File: src/rtl/dmem_pkg.sv
// ============================================================================
// Package : dmem_pkg
// Shared size codes, FSM state type and constants for dmem_access_ctrl.
// Revision: 1.0
// ============================================================================
`default_nettype none

package dmem_pkg;

  localparam logic [1:0] SZ_BYTE = 2'b00;
  localparam logic [1:0] SZ_HALF = 2'b01;
  localparam logic [1:0] SZ_WORD = 2'b10;

  localparam logic [3:0] BE_ALL = 4'b1111;

  typedef enum logic [1:0] {
    IDLE = 2'd0,
    REQ  = 2'd1,
    DONE = 2'd2
  } state_t;

endpackage : dmem_pkg

`default_nettype wire

File: src/rtl/dmem_store_align.sv
// ============================================================================
// Module  : dmem_store_align
// Byte-enable, store-lane replication and alignment check for one access.
// Revision: 1.0
// ============================================================================
`default_nettype none

module dmem_store_align
  import dmem_pkg::*;
(
  input  logic [1:0]  size,
  input  logic [1:0]  addr_lo,
  input  logic [31:0] wdata,
  output logic [3:0]  be,
  output logic [31:0] wdata_rep,
  output logic        misalign
);

  always_comb begin
    be        = 4'b0000;
    wdata_rep = wdata;
    misalign  = 1'b0;
    case (size)
      SZ_BYTE: begin
        be        = 4'b0001 << addr_lo;
        wdata_rep = {4{wdata[7:0]}};
      end
      SZ_HALF: begin
        be        = addr_lo[1] ? 4'b1100 : 4'b0011;
        wdata_rep = {2{wdata[15:0]}};
        misalign  = addr_lo[0];
      end
      SZ_WORD: begin
        be        = BE_ALL;
        misalign  = |addr_lo;
      end
      default: begin
        // Reserved size code is reported as a fault, never reaches the bus
        misalign  = 1'b1;
      end
    endcase
  end

endmodule : dmem_store_align

`default_nettype wire

File: src/rtl/dmem_access_ctrl.sv
// ============================================================================
// Module  : dmem_access_ctrl
// CPU-to-data-memory access FSM with bus timeout and load capture registers.
// Revision: 1.0
// ============================================================================
`default_nettype none

module dmem_access_ctrl
  import dmem_pkg::*;
#(
  parameter int TIMEOUT_CYCLES = 255,
  parameter int CNT_W          = 8
) (
  input  logic        clk,
  input  logic        rst_n,
  input  logic        cpu_req,
  input  logic        cpu_we,
  input  logic [1:0]  cpu_size,
  input  logic [31:0] cpu_addr,
  input  logic [31:0] cpu_wdata,
  output logic        cpu_stall,
  output logic        cpu_done,
  output logic        cpu_err,
  output logic        cpu_misalign,
  output logic [31:0] cpu_rdata,
  output logic [1:0]  cpu_bite,
  output logic        mem_req,
  output logic        mem_we,
  output logic [31:0] mem_addr,
  output logic [3:0]  mem_be,
  output logic [31:0] mem_wdata,
  input  logic        mem_ack,
  input  logic [31:0] mem_rdata
);

  localparam logic [CNT_W-1:0] C_TIMEOUT = CNT_W'(TIMEOUT_CYCLES);

  state_t           r_state;
  logic [CNT_W-1:0] r_cnt;
  logic [1:0]       r_bite;

  logic [3:0]       w_be;
  logic [31:0]      w_wdata;
  logic             w_misalign;
  logic [CNT_W-1:0] w_cnt_nxt;

  dmem_store_align u_align (
    .size      (cpu_size),
    .addr_lo   (cpu_addr[1:0]),
    .wdata     (cpu_wdata),
    .be        (w_be),
    .wdata_rep (w_wdata),
    .misalign  (w_misalign)
  );

  assign w_cnt_nxt = r_cnt + CNT_W'(1);

  // Low in DONE so the CPU advances exactly once per access
  assign cpu_stall = ((r_state == IDLE) && cpu_req && !w_misalign) || (r_state == REQ);

  always_ff @(posedge clk or negedge rst_n) begin
    if (!rst_n) begin
      r_state      <= IDLE;
      r_cnt        <= '0;
      r_bite       <= 2'b00;
      cpu_done     <= 1'b0;
      cpu_err      <= 1'b0;
      cpu_misalign <= 1'b0;
      cpu_rdata    <= 32'h0;
      cpu_bite     <= 2'b00;
      mem_req      <= 1'b0;
      mem_we       <= 1'b0;
      mem_addr     <= 32'h0;
      mem_be       <= 4'b0000;
      mem_wdata    <= 32'h0;
    end else begin
      cpu_done     <= 1'b0;
      cpu_err      <= 1'b0;
      cpu_misalign <= 1'b0;
      case (r_state)
        IDLE: begin
          if (cpu_req) begin
            if (w_misalign) begin
              cpu_done     <= 1'b1;
              cpu_misalign <= 1'b1;
            end else begin
              mem_req   <= 1'b1;
              mem_we    <= cpu_we;
              mem_addr  <= {cpu_addr[31:2], 2'b00};
              mem_be    <= cpu_we ? w_be : BE_ALL;
              mem_wdata <= w_wdata;
              r_bite    <= cpu_addr[1:0];
              r_cnt     <= '0;
              r_state   <= REQ;
            end
          end
        end
        REQ: begin
          // An ack arriving on the timeout cycle still completes normally
          if (mem_ack) begin
            mem_req  <= 1'b0;
            cpu_done <= 1'b1;
            if (!mem_we) begin
              cpu_rdata <= mem_rdata;
              cpu_bite  <= r_bite;
            end
            r_state  <= DONE;
          end else if (w_cnt_nxt == C_TIMEOUT) begin
            mem_req  <= 1'b0;
            cpu_done <= 1'b1;
            cpu_err  <= 1'b1;
            r_cnt    <= w_cnt_nxt;
            r_state  <= DONE;
          end else begin
            r_cnt    <= w_cnt_nxt;
          end
        end
        DONE: begin
          r_cnt   <= '0;
          r_state <= IDLE;
        end
        default: begin
          r_state <= IDLE;
        end
      endcase
    end
  end

endmodule : dmem_access_ctrl

`default_nettype wire

File: config.mk
export PLATFORM = sky130hd
export DESIGN_NAME = dmem_access_ctrl
export DESIGN_NICKNAME = d
export VERILOG_FILES = /design/src/rtl/dmem_pkg.sv /design/src/rtl/dmem_store_align.sv /design/src/rtl/dmem_access_ctrl.sv
export SDC_FILE = /design/constraint.sdc
export NUM_CORES = 1
export LEC_CHECK = 0
export CAP_MARGIN = 10
export CORE_MARGIN = 5
export CORE_UTILIZATION = 43
export DETAILED_ROUTE_END_ITERATION = 8
export PLACE_DENSITY_LB_ADDON = 0.15
export SLEW_MARGIN = 10
export SYNTH_ARGS = -nofsm -noshare
export SYNTH_HDL_FRONTEND = slang
export SYNTH_SLANG_ARGS = --single-unit
File: constraint.sdc
create_clock -name clk -period 2.3 [get_ports clk]
set_clock_uncertainty 0.15 [all_clocks]
set_input_delay 0.46 -clock clk [delete_from_list [all_inputs] [get_ports clk]]
set_output_delay 0.46 -clock clk [all_outputs]
set_load 0.005 [all_outputs]
==> results_dict.tcl, run 1 <==
set metrics [dict create \
    path_class "flop to output pin" \
    cellPowerDensity_mw_per_mm2 1070 \
    first_pass_iters 5 \
    switching_share_pct 24.9 \
    die_x_um 119 \
    die-area_mm2 0.0142 \
    min-delay-start "mem_wdata[8]$_DFFE_PN0P_" \
    dpl.hpwl_mm 10.0 \
    whs_ps 328 \
    yosys_warnings 0 \
    grt_pass1_wl_mm 22.2 \
    root_buffer "clkbuf_16" \
    synth_cell_types 39 \
    syn_inst 392 \
    place_inst 746 \
    whs_path_depth 2 \
    layout.cells.non_filler 780 \
    nFillCells 888 \
    cts_buffers 17 \
    fin_crit_sh_pct 88.6 \
    min_period_ps 2040 \
    drt_iter0_drc 243 \
    crit_fanout 3 \
    viasPerCell 4.98 \
    synth_edf_count 0 \
    slew_headroom_pct 58.2 \
    drtAntennaViolNets 0 \
    utilization_pct 68.1 \
    finalHoldViolCount 0 \
    holdPathEnd "mem_wdata[8]$_DFFE_PN0P_" \
    crit_buf_inv 1 \
    endpoint_kind "output pin" \
    final_common_cell "clkdlybuf4s50_1" \
    clock-sinks 117 \
    clk_latency_ps 400 \
    slowest_stage "clkdlybuf4s50_1" \
    fp.dieH_um 119 \
    ios 211 \
    port-buffer-count 208 \
    initial_core_util_pct 43.3 \
    syn_area_mm2 0.00513 \
    grt_max_degree 75 \
    synthArstFlopShare_pct 100 \
    r2r-start "r_state[1]$_DFFE_PN0P_" \
    cp_top_family "buffers and inverters" \
    leakagePower_nw 3.61 \
    avgSynthCellArea_um2 13.1 \
    rsz0062_at_grt "false" \
    core_area_mm2 0.0119 \
    area_delta_synth_final_pct 57.2 \
    clock_path_buffers 2 \
    ff2ff_setup_slack_ps 560 \
    cts_tree "done" \
    layout_common_cells "201 x clkdlybuf4s50_1, 115 x dfrtp_1, 42 x nand2_1" \
    cp.required_ps 1690 \
    clkTransAtPathRegs_ps 50 \
    max_stage_delay_ps 580 \
    crit_arrival_ps 1430 \
    ys_ff_latch 117 \
    r2r_end "cpu_rdata[18]$_DFFE_PN0P_" \
    clkPwrFrac_pct 29.8 \
    worst_ir_drop_vdd_mv 0.519 \
    drv_slew 0 \
    num_rows 40 \
    wire_per_inst_um 17.8 \
    diodes 0 \
    globalRouteTotalUtil_pct 19.9 \
    routabilityCongestion 0.833 \
    place_area_mm2 0.00744 \
    vias 3884 \
    antenna_found_initial 0 \
    grt_pass1_vias 4144 \
    cp_cell_sequence "clkdlybuf4s50_1" \
    fmax_mhz 491 \
    final_nets 728 \
    wl_mm 13.9 \
    worst_pin_slew_ps 626 \
    critPathLaunchType "flop" \
    yosysSeqAreaShare_pct 57.0 \
    synth_flop_cell "dfrtp_1" \
    pwr-share-seq_pct 37.0 \
    design_area_mm2 0.00807 \
    p_comb_share_pct 33.2 \
    status "completed" \
    drive_above_1_share_pct 21.0 \
    r2r_cells 5 \
    cts-htree-levels 4 \
    overflow 0 \
    hold_class "flop to flop" \
    p_int_mw 6.46 \
    p_switching_mw 2.14 \
    drv_cap 0 \
    drc 0 \
    setup_viol 0 \
]
==> metal layers <==
| metal | up-vias | GRT usage, % | wire length [um] |
|---|---|---|---|
| met5 | - | 0 | 0 |
| met4 | 0 | 6.95 | 174 |
| met3 | 15 | 6.65 | 1060 |
| met2 | 143 | 32.5 | 6740 |
| met1 | 1896 | 24.7 | 5900 |
| li1 | 1830 | - | - |
==> logic make-up after synthesis <==
kind of cell               Yosys count  synth area share, %
muxes                               99                 24.0
AOI/OAI and AO/OA                   65                 7.38
buffers and inverters               25                 3.44
other                                1               0.0730
DFF                                117                 57.0
adders and majority gates            2                0.487
xor gates and xnor gates             2                0.341
and+or+nand+nor                     81                 7.24
==> worst max-delay path by stage <==
stage                                 from         to  cells past startpoint
floorplan                      cpu_size[0]  cpu_stall                      6
global placement               cpu_size[0]  cpu_stall                      5
detailed placement             cpu_size[1]  cpu_stall                      5
CTS                 r_state[0]$_DFFE_PN0P_  cpu_stall                      4
global route            mem_we$_DFFE_PN0P_     mem_we                      1
finish                  mem_we$_DFFE_PN0P_     mem_we                      1
==> Yosys cell counts (2+ instances only) <==
cell,number,area [um2]
buf_6,9,101
buf_2,6,30.0
a21boi_0,3,22.5
nand3_1,6,30.0
o211ai_1,3,22.5
ha_1,2,25.0
o21a_1,2,15.0
buf_4,2,15.0
o21bai_1,2,15.0
clkbuf_1,4,15.0
o21ai_0,36,180
dfrtp_1,117,2930
a21o_1,3,22.5
mux2_2,32,360
inv_1,4,15.0
xnor2_1,2,17.5
mux2_1,2,22.5
mux2_4,40,601
mux2i_1,25,250
nor3_1,5,25.0
nand2_1,43,161
or3_1,3,18.8
nand2b_1,3,18.8
a21oi_1,11,55.1
nor2_1,13,48.8
==> timing repair <==
item,4_1_cts,5_1_grt
setup buffers,3,1
resized for setup,13,3
pin swaps,2,1
hold buffers,1,0
endpoints found under the setup margin,1,1
endpoints found under the hold margin,27,0
==> flip-flops by register name (all words and copies together), names as in the netlist <==
signal / count
mem_we: 1
mem_be: 4
cpu_bite: 2
mem_req: 1
cpu_misalign: 1
r_state: 2
cpu_done: 1
r_cnt: 8
cpu_err: 1
mem_wdata: 32
mem_addr: 30
cpu_rdata: 32
r_bite: 2
==> power groups by stage <==
| stage | clock network (mW) | logic [mW] | registers [mW] |
|---|---|---|---|
| 2_1_floorplan | 0 | 0.936 | 3.22 |
| 3_3_place_gp | 0 | 2.81 | 3.18 |
| 3_5_place_dp | 0 | 2.88 | 3.21 |
| 4_1_cts | 2.63 | 2.91 | 3.19 |
| 5_1_grt | 2.71 | 3.06 | 3.28 |
| 6_report | 2.56 | 2.85 | 3.19 |
==> per-stage QoR <==
stage               setup TNS (ps)  setup WS, ps  power [mW]
floorplan                        0           345        4.16
global placement             -4630          -230        5.99
detailed placement           -6870          -275        6.09
CTS                              0          7.95        8.72
global route                     0           192        9.06
finish                           0           262        8.60
==> area by class of cell <==
class / instances / area (um2) / share of cell area (%)
sequential: 117 / 2930 / 36.3
timing repair buffer: 232 / 2310 / 28.6
multi-input combinational: 251 / 2060 / 25.6
clock buffer: 25 / 505 / 6.26
tap: 147 / 184 / 2.28
clock inverter: 4 / 70.1 / 0.868
inverter: 4 / 15.0 / 0.186
Power figures use the tool's default switching activity.
==> inputs of run 2 (changes only) <==
Settings changed: GPL_TIMING_DRIVEN set to 0.
==> run 2 against run 1 <==
  * Core utilization up 0.24 points
  * Clock-buffer cell count decreased by 2
  * Maximum frequency decreased by 6.5%
  * Worst hold slack got worse by 3.3 ps
  * Register-to-register slack got worse by 220 ps
  * Combinational power barely moved
  * Sequential share of layout area shrank 0.14 points
  * Non-clock buffer count decreased by 1
  * Flip-flop and latch count is the same
  * Power grew 3.4%
  * Critical endpoint is now cpu_stall
  * Largest power group unchanged
==> results_dict.tcl, run 2 (synthesis results as in run 1) <==
set metrics [dict create \
    clkTransAtPathRegs_ps 50 \
    core_area_mm2 0.0119 \
    worst_pin_slew_ps 704 \
    final_common_cell "clkdlybuf4s50_1" \
    viasPerCell 4.98 \
    dpl.hpwl_mm 10.2 \
    initial_core_util_pct 43.3 \
    port-buffer-count 207 \
    path_class "flop to output pin" \
    ios 211 \
    rsz0062_at_grt "false" \
    clk_latency_ps 400 \
    hold_class "flop to flop" \
    die_x_um 119 \
    drv_slew 0 \
    place_inst 748 \
    drc 0 \
    root_buffer "clkbuf_16" \
    reg.largest.list "cpu_rdata x32, mem_wdata x32, mem_addr x30" \
    diodes 0 \
    crit_arrival_ps 1570 \
    cellPowerDensity_mw_per_mm2 1100 \
    grt_max_degree 73 \
    final_nets 727 \
    cts_tree "done" \
    first_pass_iters 5 \
    tns_ps 0 \
    fin_crit_sh_pct 94.7 \
    slew_headroom_pct 53.0 \
    critPathLaunchType "flop" \
    drtAntennaViolNets 0 \
    layout_common_cells "202 x clkdlybuf4s50_1, 116 x dfrtp_1, 43 x nand2_1" \
    crit_fanout 7 \
    clock-sinks 117 \
    clock_path_buffers 2 \
    wl_mm 13.9 \
    overflow 0 \
    leakagePower_nw 3.61 \
    status "completed" \
    routabilityCongestion 0.813 \
    fp.dieH_um 119 \
    drt_iter0_drc 141 \
    cts_buffers 17 \
    finalHoldViolCount 0 \
    grt_pass1_wl_mm 22.2 \
    min_period_ps 2180 \
    layout.cells.non_filler 782 \
    fmax_mhz 459 \
    drv_cap 0 \
    die-area_mm2 0.0142 \
    cp.required_ps 1690 \
    area_delta_synth_final_pct 57.8 \
    grt_pass1_vias 4170 \
    globalRouteTotalUtil_pct 19.9 \
    worst_ir_drop_vdd_mv 0.474 \
    antenna_found_initial 0 \
    setup_viol 0 \
    endpoint_kind "output pin" \
    wire_per_inst_um 17.7 \
    num_rows 40 \
    drive_above_1_share_pct 20.5 \
    cts-htree-levels 4 \
    vias 3898 \
]
run 2: cell types whose count changed in the layout (fill, tap and decap cells not counted), sizes merged:
cell and delta:
clkdlybuf4s50 +1, clkinvlp +1, buf -3, clkdlybuf4s15 -1, clkinv +1, dlygate4sd2 +1
dlymetal6s2s -1, bufinv +3
run 2: cell type report:
type                       instances  area [um2]
buffer                            20         158
clock buffer                      23         478
clock inverter                     9         173
fill                             884        3760
inverter                           4        15.0
multi-input combinational        251        2050
sequential                       117        2930
tap                              147         184
timing repair buffer             211        2120
run 2: power breakdown:
group / switching (mW) / total (mW) / internal, mW
clock: 0.888 / 2.89 / 2.00
combinational: 0.867 / 2.83 / 1.96
sequential: 0.404 / 3.18 / 2.77
total: 2.16 / 8.89 / 6.74
run 2: path summary, 6_finish.rpt:
path / slack, ps / to / start / depth (start not counted)
worst max-delay path: 120 / cpu_stall / r_state[0]$_DFFE_PN0P_ / 5
worst min-delay path: 320 / r_bite[1]$_DFFE_PN0P_ / r_bite[1]$_DFFE_PN0P_ / 2
worst max register to register: 340 / cpu_rdata[27]$_DFFE_PN0P_ / r_state[1]$_DFFE_PN0P_ / 5
worst min register to register: 320 / r_bite[1]$_DFFE_PN0P_ / r_bite[1]$_DFFE_PN0P_ / 2
max in group asynchronous: 820 / r_state[0]$_DFFE_PN0P_ / rst_n / 3
min in group asynchronous: 510 / mem_addr[11]$_DFFE_PN0P_ / rst_n / 2
run 2: timing repair:
action | CTS | global route
endpoints found under the hold margin | 71 | 0
pin swaps | 1 | 1
hold buffers | 1 | 0
gates resized for setup | 7 | 1
setup buffers | 2 | 0
endpoints found under the setup margin | 1 | 1
run 2: worst max-delay path: stages, from the launching register on:
cell and delay [ps]:
dfrtp_2 450, nor2_4 160, o211ai_2 120, buf_6 130, nand2_1 50, dlygate4sd2_1 250
run 2: metrics by stage:
stage	hold WS (ps)	instance area, um2	util (%)	power (mW)	setup WS, ps
4_1_cts	332	8100	68.3	9.01	50.6
3_5_place_dp	320	7420	62.6	6.06	-826
2_1_floorplan	14.4	5140	-	4.16	345
3_3_place_gp	312	7390	62.3	5.97	-3890
5_1_grt	347	8100	68.3	9.36	15.2
6_report	324	8100	68.3	8.89	121
run 2: routing by layer:
| layer | track usage, % | vias to the layer above | routed length (um) |
|---|---|---|---|
| met4 | 4.34 | 0 | 103 |
| met2 | 33.0 | 154 | 6710 |
| met3 | 8.36 | 10 | 1160 |
| li1 | - | 1835 | - |
| met5 | 0 | - | 0 |
| met1 | 24.2 | 1899 | 5880 |
==> inputs of run 3 (changes only) <==
Settings changed: ABC_AREA set to 1.
==> run 3 against run 2 <==
  * Register-to-register slack improved by 160 ps
  * Final area down 3.1%
  * Clock power shrank 11%
  * Die area decreased by 3.4%
  * Wire length grew 2.1%
  * Power down 7.6%
  * Final cell count is 16% higher
  * Global-route usage increased by 0.83 points
  * First-iteration DRC count up 43%
  * Core utilization rose by 0.76 points
  * Largest power group unchanged
==> results_dict.tcl, run 3 <==
set metrics [dict create \
    holdPathEnd "mem_wdata[18]$_DFFE_PN0P_" \
    clock_path_buffers 2 \
    grt_pass1_vias 4523 \
    wl_mm 14.2 \
    vias 4394 \
    area_delta_synth_final_pct 58.8 \
    fmax_mhz 453 \
    setup_viol 0 \
    clock-sinks 117 \
    worst_ir_drop_vdd_mv 0.596 \
    wire_per_inst_um 15.7 \
    drive_above_1_share_pct 12.9 \
    whs_ps 319 \
    drv_cap 0 \
    grt_max_degree 60 \
    first_pass_iters 4 \
    drv_slew 0 \
    yosys-top-cells-area "dfrtp_1 59%, nand2_1 16%, mux2_2 7.5%" \
    cts_tree "done" \
    leakagePower_nw 3.66 \
    avgSynthCellArea_um2 9.55 \
    ff2ff_setup_slack_ps 500 \
    reg.largest.list "cpu_rdata x32, mem_wdata x32, mem_addr x30" \
    antenna_found_initial 0 \
    overflow 0 \
    cp.required_ps 1690 \
    root_buffer "clkbuf_16" \
    ios 211 \
    utilization_pct 69.1 \
    clk_latency_ps 400 \
    yosys-top-cells-count "210 x nand2_1, 117 x dfrtp_1, 33 x mux2_2" \
    syn_area_mm2 0.00495 \
    grt_pass1_wl_mm 22.0 \
    drc 0 \
    routabilityCongestion 0.808 \
    endpoint_kind "output pin" \
    place_inst 870 \
    fp.dieH_um 117 \
    yosysTopAreaCell "dfrtp_1" \
    diodes 0 \
    rsz0062_at_grt "false" \
    worst_slack_ps 90.7 \
    crit_arrival_ps 1600 \
    yosys_warnings 0 \
    layout_common_cells "210 x nand2_1, 205 x clkdlybuf4s50_1, 117 x dfrtp_1" \
    drtAntennaViolNets 0 \
    final_common_cell "nand2_1" \
    critPathLaunchType "primary input" \
    synth_cell_types 27 \
    r2r_end "mem_req$_DFFE_PN0P_" \
    num_rows 39 \
    synth_most_common_cell "nand2_1" \
    synthArstFlopShare_pct 100 \
    globalRouteTotalUtil_pct 20.7 \
    design_area_mm2 0.00785 \
    whs_path_depth 5 \
    r2r-start "r_cnt[0]$_DFFE_PN0P_" \
    cellPowerDensity_mw_per_mm2 1050 \
    cts_buffers 17 \
    worst_pin_slew_ps 670 \
    viasPerCell 4.86 \
    clkTransAtPathRegs_ps 60 \
    final_nets 853 \
    initial_core_util_pct 43.5 \
    synth_top_area_share_pct 59.2 \
    r2r_cells 8 \
    min_period_ps 2210 \
    crit_fanout 4 \
    status "completed" \
    hold_class "primary input to flop" \
    place_area_mm2 0.00723 \
    power_mw 8.22 \
    dp_slack_ps -821 \
    core_area_mm2 0.0114 \
    ys_ff_latch 117 \
    syn_inst 518 \
    dpl.hpwl_mm 10.7 \
    finalHoldViolCount 0 \
    die_x_um 117 \
    synth_flop_cell "dfrtp_1" \
    layout.cells.non_filler 904 \
    drt_iter0_drc 201 \
    port-buffer-count 207 \
    synth_edf_count 0 \
    yosysSeqAreaShare_pct 59.2 \
    min-delay-start "cpu_size[1]" \
    tns_ps 0 \
    die-area_mm2 0.0137 \
    path_class "primary input to output pin" \
    slew_headroom_pct 55.3 \
    fin_crit_sh_pct 96.1 \
    cts-htree-levels 4 \
]
## run 3: cell families (layout without fill, tap and decap cells)
logic type	count (synthesis)	after routing	share of synthesized area, %
adders and majority gates	2	2	0.506
muxes	34	34	7.74
AOI/OAI and AO/OA	65	65	7.31
other	1	2	0.0758
and+or+nand+nor	247	247	19.8
buffers and inverters	51	293	5.21
DFF	117	117	59.2
xor gates and xnor gates	1	1	0.177
## run 3: metal layers
metal  vias to the layer above  track usage, %  share of wire, %
li1                       2129               -                 -
met1                      2081            24.5                40
met2                       168            34.0                48
met3                        16            8.17                11
met4                         0            7.95               1.8
met5                         -               0                 0
## run 3: cell type report
| class | count | area [um2] |
|---|---|---|
| buffer | 24 | 164 |
| clock buffer | 17 | 425 |
| clock inverter | 15 | 158 |
| fill | 916 | 3520 |
| inverter | 26 | 97.6 |
| multi-input combinational | 351 | 1780 |
| sequential | 117 | 2930 |
| tap | 143 | 179 |
| timing repair buffer | 211 | 2120 |
## run 3: report_power, final
group,switching (mW),leakage [nW],internal (mW)
sequential,0.361,1.45,2.73
combinational,0.884,1.94,1.68
clock,0.973,0.276,1.60
total,2.22,3.66,6.00
## run 3: worst max-delay path, cell delays in order
cell	delay, ps
clkdlybuf4s50_1	470
o21ai_1	220
nand3_2	140
buf_12	150
nand2_1	50
buf_2	110
## run 3: timing repair
action	in CTS	in global routing
gates resized for setup	10	0
hold buffers	1	0
setup endpoints to repair	1	1
pin swaps	2	1
hold endpoints to repair	58	0
setup buffers	2	0
## run 3: worst max path at each step
stage | startpoint | to | slack (ps) | cells past startpoint
global route | cpu_size[0] | cpu_stall | 30 | 6
detailed placement | cpu_req | cpu_stall | -820 | 8
finish | cpu_size[0] | cpu_stall | 90 | 6
floorplan | cpu_size[1] | cpu_stall | 360 | 6
CTS | cpu_req | cpu_stall | 30 | 7
global placement | rst_n | mem_wdata[16]$_DFFE_PN0P_ | -3840 | 1
